<file path="src/rtl/pipe_ctrl.sv">
// pipe_ctrl: central stall/flush controller for the 5-stage RISC-V pipeline.
//
// Merges the IF/ID/MEM stall requests into one per-register hold vector.
// It also turns the EX branch-mispredict report into a one-cycle flush/redirect
// strobe. A mispredict that arrives during a MEM stall is held and replayed in
// the first free cycle. A fetch still in flight at redirect time is tracked
// until it returns, so IF can drop its data.
//
// Optional feature: define PIPE_CTRL_PERF_EN to add the 32-bit performance
// counters perf_stall_cycles, perf_flushes and perf_discards.
//
// Ports:
//   clk, rst         clock; synchronous active-high reset
//   if_stall_req     IF waiting on memory
//   id_stall_req     load-use hazard
//   mem_stall_req    MEM waiting on memory
//   ex_mispredict    single-cycle mispredict pulse from EX
//   ex_target        correct next PC, valid with ex_mispredict
//   if_busy          IF has an outstanding fetch
//   if_done          outstanding fetch returns this cycle
//   stall            per-register hold (0 PC, 1 IF/ID, 2 ID/EX, 3 EX/MEM, 4 MEM/WB)
//   flush            kill IF/ID and ID/EX contents
//   redirect         PC loads redirect_pc
//   redirect_pc      redirect target (0 when redirect=0)
//   if_discard       IF drops the returning fetch data
//   perf_*           (PIPE_CTRL_PERF_EN only) wrapping event counters
module pipe_ctrl #(
  parameter int unsigned DEPTH  = 6,
  parameter int unsigned ADDR_W = 32
) (
  input  logic              clk,
  input  logic              rst,
  input  logic              if_stall_req,
  input  logic              id_stall_req,
  input  logic              mem_stall_req,
  input  logic              ex_mispredict,
  input  logic [ADDR_W-1:0] ex_target,
  input  logic              if_busy,
  input  logic              if_done,
  output logic [DEPTH-1:0]  stall,
  output logic              flush,
  output logic              redirect,
  output logic [ADDR_W-1:0] redirect_pc,
  output logic              if_discard
`ifdef PIPE_CTRL_PERF_EN
  ,
  output logic [31:0]       perf_stall_cycles,
  output logic [31:0]       perf_flushes,
  output logic [31:0]       perf_discards
`endif
);

  localparam logic [1:0] ST_IDLE    = 2'd0;
  localparam logic [1:0] ST_HOLD    = 2'd1;
  localparam logic [1:0] ST_DISCARD = 2'd2;

  // Hold patterns: a stalled stage also holds everything upstream of it, and
  // the first un-held register downstream loads a bubble.
  localparam logic [DEPTH-1:0] STALL_MEM = DEPTH'(5'b11111);
  localparam logic [DEPTH-1:0] STALL_ID  = DEPTH'(5'b00111);
  localparam logic [DEPTH-1:0] STALL_IF  = DEPTH'(5'b00011);

  logic [1:0]        state_q, state_d;
  logic [ADDR_W-1:0] pend_pc_q, pend_pc_d;
  logic              fire;
  logic [ADDR_W-1:0] fire_pc;
  logic [DEPTH-1:0]  stall_c;

  // Next state and redirect decision
  always_comb begin
    state_d   = state_q;
    pend_pc_d = pend_pc_q;
    fire      = 1'b0;
    fire_pc   = '0;
    case (state_q)
      ST_IDLE: begin
        if (ex_mispredict) begin
          if (!mem_stall_req) begin
            fire    = 1'b1;
            fire_pc = ex_target;
          end else begin
            pend_pc_d = ex_target;
            state_d   = ST_HOLD;
          end
        end
      end
      ST_HOLD: begin
        // EX is frozen here, so any ex_mispredict is spurious and ignored.
        if (!mem_stall_req) begin
          fire    = 1'b1;
          fire_pc = pend_pc_q;
        end
      end
      ST_DISCARD: begin
        if (if_done) state_d = ST_IDLE;
      end
      default: state_d = ST_IDLE;
    endcase
    // A fetch returning in the redirect cycle already belongs to the old path
    // and is consumed then, so only a fetch still outstanding needs tracking.
    if (fire) state_d = (if_busy && !if_done) ? ST_DISCARD : ST_IDLE;
  end

  always_ff @(posedge clk) begin
    if (rst) begin
      state_q   <= ST_IDLE;
      pend_pc_q <= '0;
    end else begin
      state_q   <= state_d;
      pend_pc_q <= pend_pc_d;
    end
  end

  // Stall vector; the flush cycle lets every register load so the bubbles and
  // the new PC go in, while DISCARD pins the PC on the redirected value.
  always_comb begin
    if (mem_stall_req)     stall_c = STALL_MEM;
    else if (id_stall_req) stall_c = STALL_ID;
    else if (if_stall_req) stall_c = STALL_IF;
    else                   stall_c = '0;
    if (fire) stall_c = '0;
    if (state_q == ST_DISCARD) stall_c[0] = 1'b1;
  end

  // Outputs are gated during reset so they read their reset values.
  assign stall       = rst ? '0 : stall_c;
  assign flush       = fire & ~rst;
  assign redirect    = fire & ~rst;
  assign redirect_pc = (fire && !rst) ? fire_pc : '0;
  assign if_discard  = (state_q == ST_DISCARD) && !rst;

`ifdef PIPE_CTRL_PERF_EN
  logic discard_entry;
  assign discard_entry = (state_d == ST_DISCARD) && (state_q != ST_DISCARD);

  always_ff @(posedge clk) begin
    if (rst) begin
      perf_stall_cycles <= '0;
      perf_flushes      <= '0;
      perf_discards     <= '0;
    end else begin
      if (|stall)        perf_stall_cycles <= perf_stall_cycles + 32'd1;
      if (flush)         perf_flushes      <= perf_flushes + 32'd1;
      if (discard_entry) perf_discards     <= perf_discards + 32'd1;
    end
  end
`endif

endmodule

</file>
<file path="config.mk">
export PLATFORM = sky130hd
export DESIGN_NAME = pipe_ctrl
export DESIGN_NICKNAME = d
export VERILOG_FILES = /design/src/rtl/pipe_ctrl.sv
export SDC_FILE = /design/constraint.sdc
export NUM_CORES = 1
export LEC_CHECK = 0
export CORE_ASPECT_RATIO = 1.2
export CORE_MARGIN = 3
export CORE_UTILIZATION = 44
export CTS_CLUSTER_SIZE = 24
export DETAILED_ROUTE_END_ITERATION = 10
export PLACE_DENSITY_LB_ADDON = 0.08
export SLEW_MARGIN = 5
export SYNTH_ARGS = -nofsm -noshare
export SYNTH_HDL_FRONTEND = slang
export SYNTH_SLANG_ARGS = --single-unit
</file>
<file path="constraint.sdc">
create_clock -name clk -period 3 [get_ports clk]
set_input_delay 0.75 -clock clk [delete_from_list [all_inputs] [get_ports clk]]
set_output_delay 0.75 -clock clk [all_outputs]
set_load 0.05 [all_outputs]
</file>
### Yosys cells after proc, flatten, opt, wreduce, memory -nomap -nowiden

Cells that the tools add are included.

| storage, ports and cells | value |
|---|---|
| output and inout port bits | 41 |
| bits of input ports | 40 |
| register bits after elaboration | 34 |
| word-level logic and storage cells | 38 |

| cells by class | value |
|---|---|
| eq/ne operators | 6 |
| reduce and logical (&&, ||, !) cells | 8 |
| multiplexer cells | 20 |
| bitwise operators | 2 |

Operator list:

| cell | number |
|---|---|
| 32-bit two-way mux | 4 |
| 32-bit one-hot mux with 2 select lines | 1 |
| 2-bit two-way mux | 6 |
| 6-bit two-way mux | 2 |
| 3-bit != test, second input constant | 3 |
| 2-bit one-hot mux with 3 select lines | 1 |
| 5-bit two-way mux | 1 |
| 4-bit AND reduction | 1 |
| 1-bit logical AND | 3 |
| 1-bit two-way mux | 3 |
| 3-bit two-way mux | 1 |
| 3-bit AND reduction | 1 |
| 2-bit by 1-bit equality test with 1-bit output, second input constant | 1 |
| 2-bit equality test, second input constant | 1 |
| 1-bit zero test | 2 |
| 2-bit zero test | 1 |
| 2-bit != test, second input constant | 1 |
| 1-bit one-hot mux with 2 select lines | 1 |
| 1-bit bitwise AND | 1 |
| 1-bit NOT | 1 |

### Logic depth before layout (Yosys ltp)

Gate-level depths: netlist (run 1).

| logic depth | value |
|---|---|
| depth after elaboration | 6 |
| mapped depth | 6 |
| gate-level depth less buffers | 3 |

### Worst setup path before layout (run 1)

OpenSTA, ideal clock, no wires.

| timing path | value |
|---|---|
| path kind | input port to output port |
| from | input mem_stall_req |
| to | output redirect_pc[10] |
| path buffers | 2 |
| arrival | 2.202 ns |
| path slack | 0.048 ns |
| stages | 4 |
| data required time | 2.250 ns |
| cells stage by stage | or4_1 buf_2 buf_6 nor2_1 |

| between the ends | value |
|---|---|
| cells in the longest elaborated chain, start to end | 5 |
| elaborated cells on any way between the ends | 9 |
| classes of those cells | mux: 8; reduce/logical: 1 |

Ends and longest elaborated chain:

| what | line | source |
|---|---|---|
| from (decl) | 35 | `input logic mem_stall_req,` |
| 1-bit two-way mux | 78, 89 |  |
| 1-bit two-way mux | 77 | `if (ex_mispredict) begin` |
| 1-bit one-hot mux with 2 select lines | 75 | `case (state_q)` |
| 1-bit logical AND | 129 | `assign redirect_pc = (fire && !rst) ? fire_pc : '0;` |
| 32-bit two-way mux (*) | 129 |  |
| to (decl) | 43 | `output logic [ADDR_W-1:0] redirect_pc,` |

Mark *: on every way between the ends. The rest lies on a longest branch, timed or not.

### Worst setup path in the final report (run 1)

| timing path | value |
|---|---|
| from | input rst |
| to | output redirect_pc[21] |

| between the ends | value |
|---|---|
| cells in the longest elaborated chain, start to end | 3 |

Ends and longest elaborated chain:

| what | line | source |
|---|---|---|
| from (decl) | 32 | `input logic rst,` |
| 1-bit zero test | 129 |  |
| 1-bit logical AND | 129 |  |
| 32-bit two-way mux | 129 |  |

Every way passes these cells.

==> flow_metrics.env, run 1 <==
export IMPL_synth_edf_count=0
export IMPL_switchingPower_w=0.0003747
export IMPL_drive_above_1_share_pct=30.48
export IMPL_r2r_slack_ns=1.32
export IMPL_endpoint="redirect_pc[21]"
export IMPL_routedWlPerCell_microns=18.76
export IMPL_ios=81
export IMPL_combPwrFrac_pct=30.9
export IMPL_drtPass1Iterations=5
export IMPL_cp_cell_sequence="clkdlybuf4s50_1, or4_4, clkbuf_16, nor2_4, buf_12"
export IMPL_die_area_sq_um=4668
export IMPL_grt_pass1_vias=1909
export IMPL_die_height_microns=74.25
export IMPL_required_ns=2.25
export IMPL_r2r_end="state_q[1]$_SDFFE_PP0P_"
export IMPL_clockPowerShare_pct=27.5
export IMPL_preCtsSetupSlack_ns=-0.1009
export IMPL_grt_max_degree=38
export IMPL_worstSetupEndpointType="primary output"
export IMPL_vias=2119
export IMPL_routed_wl_mm=6.885
export IMPL_rsz0062_at_grt="no"
export IMPL_n_fill_cell=153
export IMPL_grt_pass1_wl_mm=9.066
export IMPL_setup_slack_ns=0.01071
export IMPL_worstPathArrival_ns=2.24
export IMPL_synthCells=241
export IMPL_syn_area_sq_um=1708
export IMPL_clkTransAtPathRegs_ns=0.06
export IMPL_dieWidth_microns=62.88
export IMPL_ys_flop_type="dfxtp_1"
export IMPL_ys_top_cells_by_area="dfxtp_1 40%, nand2_1 14%, a22oi_1 14%"
export IMPL_antenna_cells=0
export IMPL_grt_ovfl_total=0
export IMPL_grt_usage_pct=24.11
export IMPL_start_util_pct=46.24
export IMPL_setup_violations=0
export IMPL_yosysWarnings=0
export IMPL_remaining_drc_errors=0
export IMPL_finalCritPeriodShare_pct=99.64
export IMPL_internal_power_w=0.0007993
export IMPL_swShare_pct=31.91
export IMPL_async_reset_ff_share_pct=0
export IMPL_synth_cell_types=21
export IMPL_start_kind="input pin"
export IMPL_critPathMaxFanout=6
export IMPL_ys_top_cells_by_count="65 x nand2_1, 35 x nor2_1, 34 x dfxtp_1"
export IMPL_r2r_cells=4
export IMPL_hold_violations=0
export IMPL_max_stage_delay_ns=0.55
export IMPL_maxCapViolCount=0
export IMPL_antenna_found_initial=0
export IMPL_drtIter0Drc=232
export IMPL_r2r_start="state_q[0]$_SDFFE_PP0P_"
export IMPL_coreArea_sq_um=3694
export IMPL_num_rows=24
export IMPL_min_period_ns=2.989
export IMPL_io_buffers=79
export IMPL_tns_ns=0
export IMPL_synth_most_common_cell="nand2_1"
export IMPL_critPathLaunch="rst"
export IMPL_skew_ns=0.005940
export IMPL_clockRootBuffer="clkbuf_8"
export IMPL_cts_sinks=34
export IMPL_hpwlAfterDp_mm=3.484
export IMPL_h_tree_depth=2
export IMPL_finalPower_w=0.001174
export IMPL_numCtsBuffers=5
export IMPL_nNetsFinal=355
export IMPL_critical_path_class="input pin to primary output"
export IMPL_synth_area_per_cell_sq_um=7.087
export IMPL_clock_path_buffers=2
export IMPL_ir_drop_mv=0.2806
export IMPL_ys_ff_latch=34
export IMPL_crit_path_top_delay_cell="or4_4"
export IMPL_insertion_delay_ns=0.29
export IMPL_place_congestion=0.7589
export IMPL_drv_slew=0
export IMPL_via_per_inst=5.774
export IMPL_synth_fp_nets=281
export IMPL_seqPwrFrac_pct=41.6
export IMPL_p_leak_nw=1.176
export IMPL_clock_fmax_mhz=334.5
export IMPL_syn_to_final_growth_pct=96.04
export IMPL_status="complete, no violations"
export IMPL_cts_tree="yes"
export IMPL_hp_class="flop to flop"
export IMPL_ant_nets=0
export IMPL_synth_top_area_cell="dfxtp_1"
export IMPL_powerDensity_nw_per_um2=350.6
export IMPL_synth_top_cell_area_share_pct=39.85
export IMPL_holdBufCountCts=0
export IMPL_synth_seq_area_share_pct=39.85
## through the flow
stage          std cells  util (%)  area [sq um]  hold slack (ns)
2_1_floorplan        241         -          1708           0.4360
4_1_cts              363     84.96          3138           0.4577
6_report             367     90.65          3348           0.4540
3_5_place_dp         356     79.51          2937           0.4487
3_3_place_gp         356     79.51          2937           0.4412
5_1_grt              367     90.65          3348           0.4707
## metal layers
layer	vias up	GRT usage (%)	share of wire, %
li1	957	-	-
met1	1039	30.16	38
met2	102	42.79	52
met3	21	4.532	6.7
met4	0	6.618	3.1
met5	-	0	0
## state kept, by name, indices dropped and copies added (netlist names)
register	count
pend_pc_q	32
state_q	2
## critical path, delay by kind of cell
kind                   cells  cell delay (ns)
buffers and inverters      3             0.80
AND/OR/NAND/NOR            2             0.68
## cells by family (layout without fill, tap and decap cells)
kind of cell | after synthesis | after routing | synth area share, %
AOI/OAI and AO/OA | 66 | 66 | 24.25
and+or+nand+nor | 112 | 112 | 27.11
other | 1 | 1 | 0.2196
buffers and inverters | 28 | 102 | 8.571
DFF | 34 | 34 | 39.85
## how the worst min path moves through the flow
stage                            endpoint  cells past startpoint                  startpoint
2_1_floorplan   pend_pc_q[0]$_SDFFE_PP0P_                      2   pend_pc_q[0]$_SDFFE_PP0P_
3_3_place_gp   pend_pc_q[30]$_SDFFE_PP0P_                      2  pend_pc_q[30]$_SDFFE_PP0P_
3_5_place_dp   pend_pc_q[22]$_SDFFE_PP0P_                      2  pend_pc_q[22]$_SDFFE_PP0P_
4_1_cts        pend_pc_q[29]$_SDFFE_PP0P_                      2  pend_pc_q[29]$_SDFFE_PP0P_
5_1_grt         pend_pc_q[4]$_SDFFE_PP0P_                      2   pend_pc_q[4]$_SDFFE_PP0P_
6_report       pend_pc_q[18]$_SDFFE_PP0P_                      2  pend_pc_q[18]$_SDFFE_PP0P_
## cell type report
class,instances,area [sq um],area share [%]
Clock buffer,7,76.32,2.280
Inverter,2,7.507,0.2242
Multi-Input combinational cell,179,1124,33.56
Sequential cell,34,680.7,20.33
Tap cell,52,65.06,1.943
Timing Repair Buffer,93,1395,41.67
## repair_timing
action | in CTS | in global routing
buffers inserted | 0 | 0
gates cloned | 0 | 4
pin swaps | 0 | 18
endpoints found under the hold margin | 0 | 0
setup endpoints to repair | 34 | 34
resized for setup | 43 | 26
## layout by cell type, fill, tap and decap left out, drive strengths merged
cell type      synthesis  layout
o31ai                  1       1
nor2                  35      35
a21oi                 32      32
nand2b                 1       1
nor3b                  2       2
a22oi                 32      32
buf                   12      51
nor3                   4       4
nand2                 65      65
nor4bb                 1       1
clkdlybuf4s50          0      37
dlymetal6s2s           0       2
nor2b                  2       2
inv                    2       2
clkbuf                14      10
o22ai                  1       1
nand4bb                1       1
conb                   1       1
or4                    1       1
dfxtp                 34      34
## power groups by stage
stage	Clock (W)	Sequential [W]	Combinational, W
CTS	0.000322	0.000485	0.000325
detailed placement	0	0.000495	0.000306
global route	0.000340	0.000489	0.000381
finish	0.000323	0.000488	0.000363
global placement	0	0.000494	0.000302
floorplan	0	0.000491	0.000158
(Power assumes the default switching activity.)
==> inputs of run 2 (changes only) <==
--- a/config.mk
+++ b/config.mk
@@ -5,12 +5,14 @@
 export SDC_FILE = /design/constraint.sdc
 export NUM_CORES = 1
 export LEC_CHECK = 0
-export CORE_ASPECT_RATIO = 1.2
+export CAP_MARGIN = 10
+export CORE_ASPECT_RATIO = 0.75
 export CORE_MARGIN = 3
 export CORE_UTILIZATION = 44
 export CTS_CLUSTER_SIZE = 24
 export DETAILED_ROUTE_END_ITERATION = 10
 export PLACE_DENSITY_LB_ADDON = 0.08
+export SKIP_CTS_REPAIR_TIMING = 1
 export SLEW_MARGIN = 5
 export SYNTH_ARGS = -nofsm -noshare
 export SYNTH_HDL_FRONTEND = slang
==> flow_metrics.env, run 2 <==
export IMPL_status="aborted with a tool error"
export IMPL_failing_step="global routing (5_1_grt)"
export IMPL_error_line="[ERROR DPL-0038] Utilization greater than 100%, impossible to legalize"
export IMPL_synth_cell_types=21
export IMPL_async_reset_ff_share_pct=0
export IMPL_ios=81
export IMPL_synth_edf_count=0
export IMPL_ys_ff_latch=34
export IMPL_synthCells=241
export IMPL_preCtsSetupSlack_ns=-0.1163
export IMPL_synth_fp_nets=281
export IMPL_clockRootBuffer="clkbuf_8"
export IMPL_synth_area_per_cell_sq_um=7.087
export IMPL_hpwlAfterDp_mm=3.741
export IMPL_io_buffers=79
export IMPL_synth_top_cell_area_share_pct=39.85
export IMPL_yosysWarnings=0
export IMPL_h_tree_depth=2
export IMPL_cts_sinks=34
export IMPL_die_height_microns=59.96
export IMPL_start_util_pct=48.92
export IMPL_ys_flop_type="dfxtp_1"
export IMPL_worstEndpointGrtRepair="redirect_pc[4]"
export IMPL_worst_ep_kind="output port"
export IMPL_ys_top_cells_by_count="65 x nand2_1, 35 x nor2_1, 34 x dfxtp_1"
export IMPL_synth_top_area_cell="dfxtp_1"
export IMPL_syn_area_sq_um=1708
export IMPL_grt_max_degree=38
export IMPL_num_rows=18
export IMPL_place_congestion=0.7563
export IMPL_synth_seq_area_share_pct=39.85
export IMPL_clock_path_buffers=2
export IMPL_numCtsBuffers=5
export IMPL_synth_most_common_cell="nand2_1"
export IMPL_ys_top_cells_by_area="dfxtp_1 40%, nand2_1 14%, a22oi_1 14%"
export IMPL_dieWidth_microns=77.94
## run 2: cells by family after synthesis
| kind of cell | share of synthesized area [%] |
|---|---|
| AO/OA/AOI/OAI | 24.25 |
| buffers and inverters | 8.571 |
| flip-flops | 39.85 |
| other | 0.2196 |
| AND/OR/NAND/NOR | 27.11 |
## run 2: through the flow
step	hold slack (ns)	utilization, %	instances	area, sq um	setup TNS, ns
2_1_floorplan	0.4360	-	241	1708	0
3_3_place_gp	0.4413	85.05	357	2969	-2.047
3_5_place_dp	0.4460	85.05	357	2969	-3.163
4_1_cts	0.4575	89.14	365	3112	-3.304
==> inputs of run 3 (changes only) <==
--- a/config.mk
+++ b/config.mk
@@ -6,12 +6,10 @@
 export NUM_CORES = 1
 export LEC_CHECK = 0
 export CAP_MARGIN = 10
-export CORE_ASPECT_RATIO = 0.75
 export CORE_MARGIN = 3
-export CORE_UTILIZATION = 44
-export CTS_CLUSTER_SIZE = 24
+export CORE_UTILIZATION = 40
 export DETAILED_ROUTE_END_ITERATION = 10
-export PLACE_DENSITY_LB_ADDON = 0.08
+export PLACE_DENSITY_LB_ADDON = 0.15
 export SKIP_CTS_REPAIR_TIMING = 1
 export SLEW_MARGIN = 5
 export SYNTH_ARGS = -nofsm -noshare
==> flow_metrics.env, run 3 (synthesis results as in run 1) <==
export IMPL_final_common_cell="nand2_1"
export IMPL_die_area_sq_um=5090
export IMPL_critPathMaxFanout=8
export IMPL_largest_reg_flops=32
export IMPL_skew_ns=0.002629
export IMPL_hp_class="flop to flop"
export IMPL_r2r_cells=4
export IMPL_numCtsBuffers=5
export IMPL_clkTransAtPathRegs_ns=0.07
export IMPL_n_fill_cell=226
export IMPL_h_tree_depth=2
export IMPL_routedWlPerCell_microns=17.16
export IMPL_routed_wl_mm=6.315
export IMPL_antenna_cells=0
export IMPL_required_ns=2.25
export IMPL_grt_pass1_wl_mm=8.907
export IMPL_num_rows=23
export IMPL_status="complete, no violations"
export IMPL_io_buffers=79
export IMPL_powerDensity_nw_per_um2=352.9
export IMPL_reg_largest_list="pend_pc_q (32), state_q (2)"
export IMPL_antenna_found_initial=0
export IMPL_grt_ovfl_total=0
export IMPL_ios=81
export IMPL_place_inst=356
export IMPL_r2r_end="state_q[1]$_SDFFE_PP0P_"
export IMPL_p_leak_nw=1.213
export IMPL_grt_max_degree=38
export IMPL_finalCritPeriodShare_pct=96.19
export IMPL_clock_fmax_mhz=346.5
export IMPL_drv_slew=0
export IMPL_start_kind="input pin"
export IMPL_drtPass1Iterations=5
export IMPL_nNetsFinal=357
export IMPL_setup_violations=0
export IMPL_worst_hold_startpoint="pend_pc_q[24]$_SDFFE_PP0P_"
export IMPL_preCtsSetupSlack_ns=-0.1356
export IMPL_vias=2050
export IMPL_multi_input_area_sq_um=1114
export IMPL_hold_depth=2
export IMPL_drtIter0Drc=148
export IMPL_r2r_slack_ns=1.23
export IMPL_setup_slack_ns=0.1144
export IMPL_ant_nets=0
export IMPL_stdcell_count=368
export IMPL_min_period_ns=2.886
export IMPL_finalPower_w=0.001195
export IMPL_grt_pass1_vias=1938
export IMPL_critical_path_class="input pin to primary output"
export IMPL_cts_tree="yes"
export IMPL_rsz0062_at_grt="no"
export IMPL_ir_drop_mv=0.2910
export IMPL_die_height_microns=71.35
export IMPL_hpwlAfterDp_mm=3.699
export IMPL_remaining_drc_errors=0
export IMPL_via_per_inst=5.571
export IMPL_start_util_pct=42.09
export IMPL_maxCapViolCount=0
export IMPL_top_register="pend_pc_q"
export IMPL_hold_path_end="pend_pc_q[24]$_SDFFE_PP0P_"
export IMPL_r2r_start="state_q[0]$_SDFFE_PP0P_"
export IMPL_worstSetupEndpointType="primary output"
export IMPL_dieWidth_microns=71.35
export IMPL_place_congestion=0.7964
export IMPL_clock_path_buffers=2
export IMPL_syn_to_final_growth_pct=98.24
export IMPL_layout_common_cells="65 x nand2_1, 43 x buf_12, 36 x clkdlybuf4s50_1"
export IMPL_ff_latch_area_sq_um=680.7
export IMPL_coreArea_sq_um=4058
export IMPL_cts_sinks=34
export IMPL_grt_usage_pct=21.67
export IMPL_insertion_delay_ns=0.28
export IMPL_clockRootBuffer="clkbuf_8"
export IMPL_drive_above_1_share_pct=31.45
export IMPL_worstPathArrival_ns=2.14
export IMPL_hold_violations=0
[run 3: worst max-delay path by stage]
stage	end	depth (start not counted)	startpoint
4_1_cts	redirect_pc[6]	6	ex_mispredict
3_3_place_gp	redirect_pc[19]	6	ex_mispredict
6_report	redirect_pc[9]	6	ex_mispredict
2_1_floorplan	redirect_pc[10]	4	mem_stall_req
5_1_grt	redirect_pc[9]	6	ex_mispredict
3_5_place_dp	redirect_pc[6]	6	ex_mispredict
[run 3: area by class of cell]
type,count,area share [%]
well taps,50,1.848
inverters,2,0.2217
repair buffers,95,42.24
clock buffers,7,2.550
flip-flops and latches,34,20.10
multi-input cells,179,32.89
clock inverters,1,0.1478
[run 3: worst max-delay path, stage by stage]
cell and delay [ns]:
dlymetal6s2s_1 0.11, nor2_1 0.07, or4_4 0.66, clkbuf_16 0.24
nor2_4 0.14, buf_12 0.15
[run 3: layer usage]
metal	up-vias	routed length [microns]	global-route usage (%)
li1	968	-	-
met1	951	2326	26.57
met2	104	3170	36.63
met3	27	542	3.927
met4	0	276	10.23
met5	-	0	0
[run 3: metrics by stage]
| step | instance area, sq um | utilization (%) | setup TNS (ns) | hold WS, ns |
|---|---|---|---|---|
| floorplan | 1708 | - | 0 | 0.4360 |
| global placement | 2949 | 72.68 | -2.297 | 0.4410 |
| detailed placement | 2949 | 72.68 | -3.234 | 0.4460 |
| CTS | 3040 | 74.93 | -3.953 | 0.4549 |
| global route | 3386 | 83.44 | 0 | 0.4789 |
| finish | 3386 | 83.44 | 0 | 0.4556 |
[run 3: power breakdown]
group | internal (W) | total, W | switching, W
clock network | 0.000185 | 0.000346 | 0.000161
registers | 0.000473 | 0.000486 | 0.0000136
logic | 0.000170 | 0.000363 | 0.000193
total | 0.000828 | 0.00119 | 0.000367
==> inputs of run 4 (changes only) <==
--- a/config.mk
+++ b/config.mk
@@ -15,3 +15,4 @@
 export SYNTH_ARGS = -nofsm -noshare
 export SYNTH_HDL_FRONTEND = slang
 export SYNTH_SLANG_ARGS = --single-unit
+export TNS_END_PERCENT = 5
==> results of run 4 <==
Final layout, timing and power as in run 3 (identical DEF).
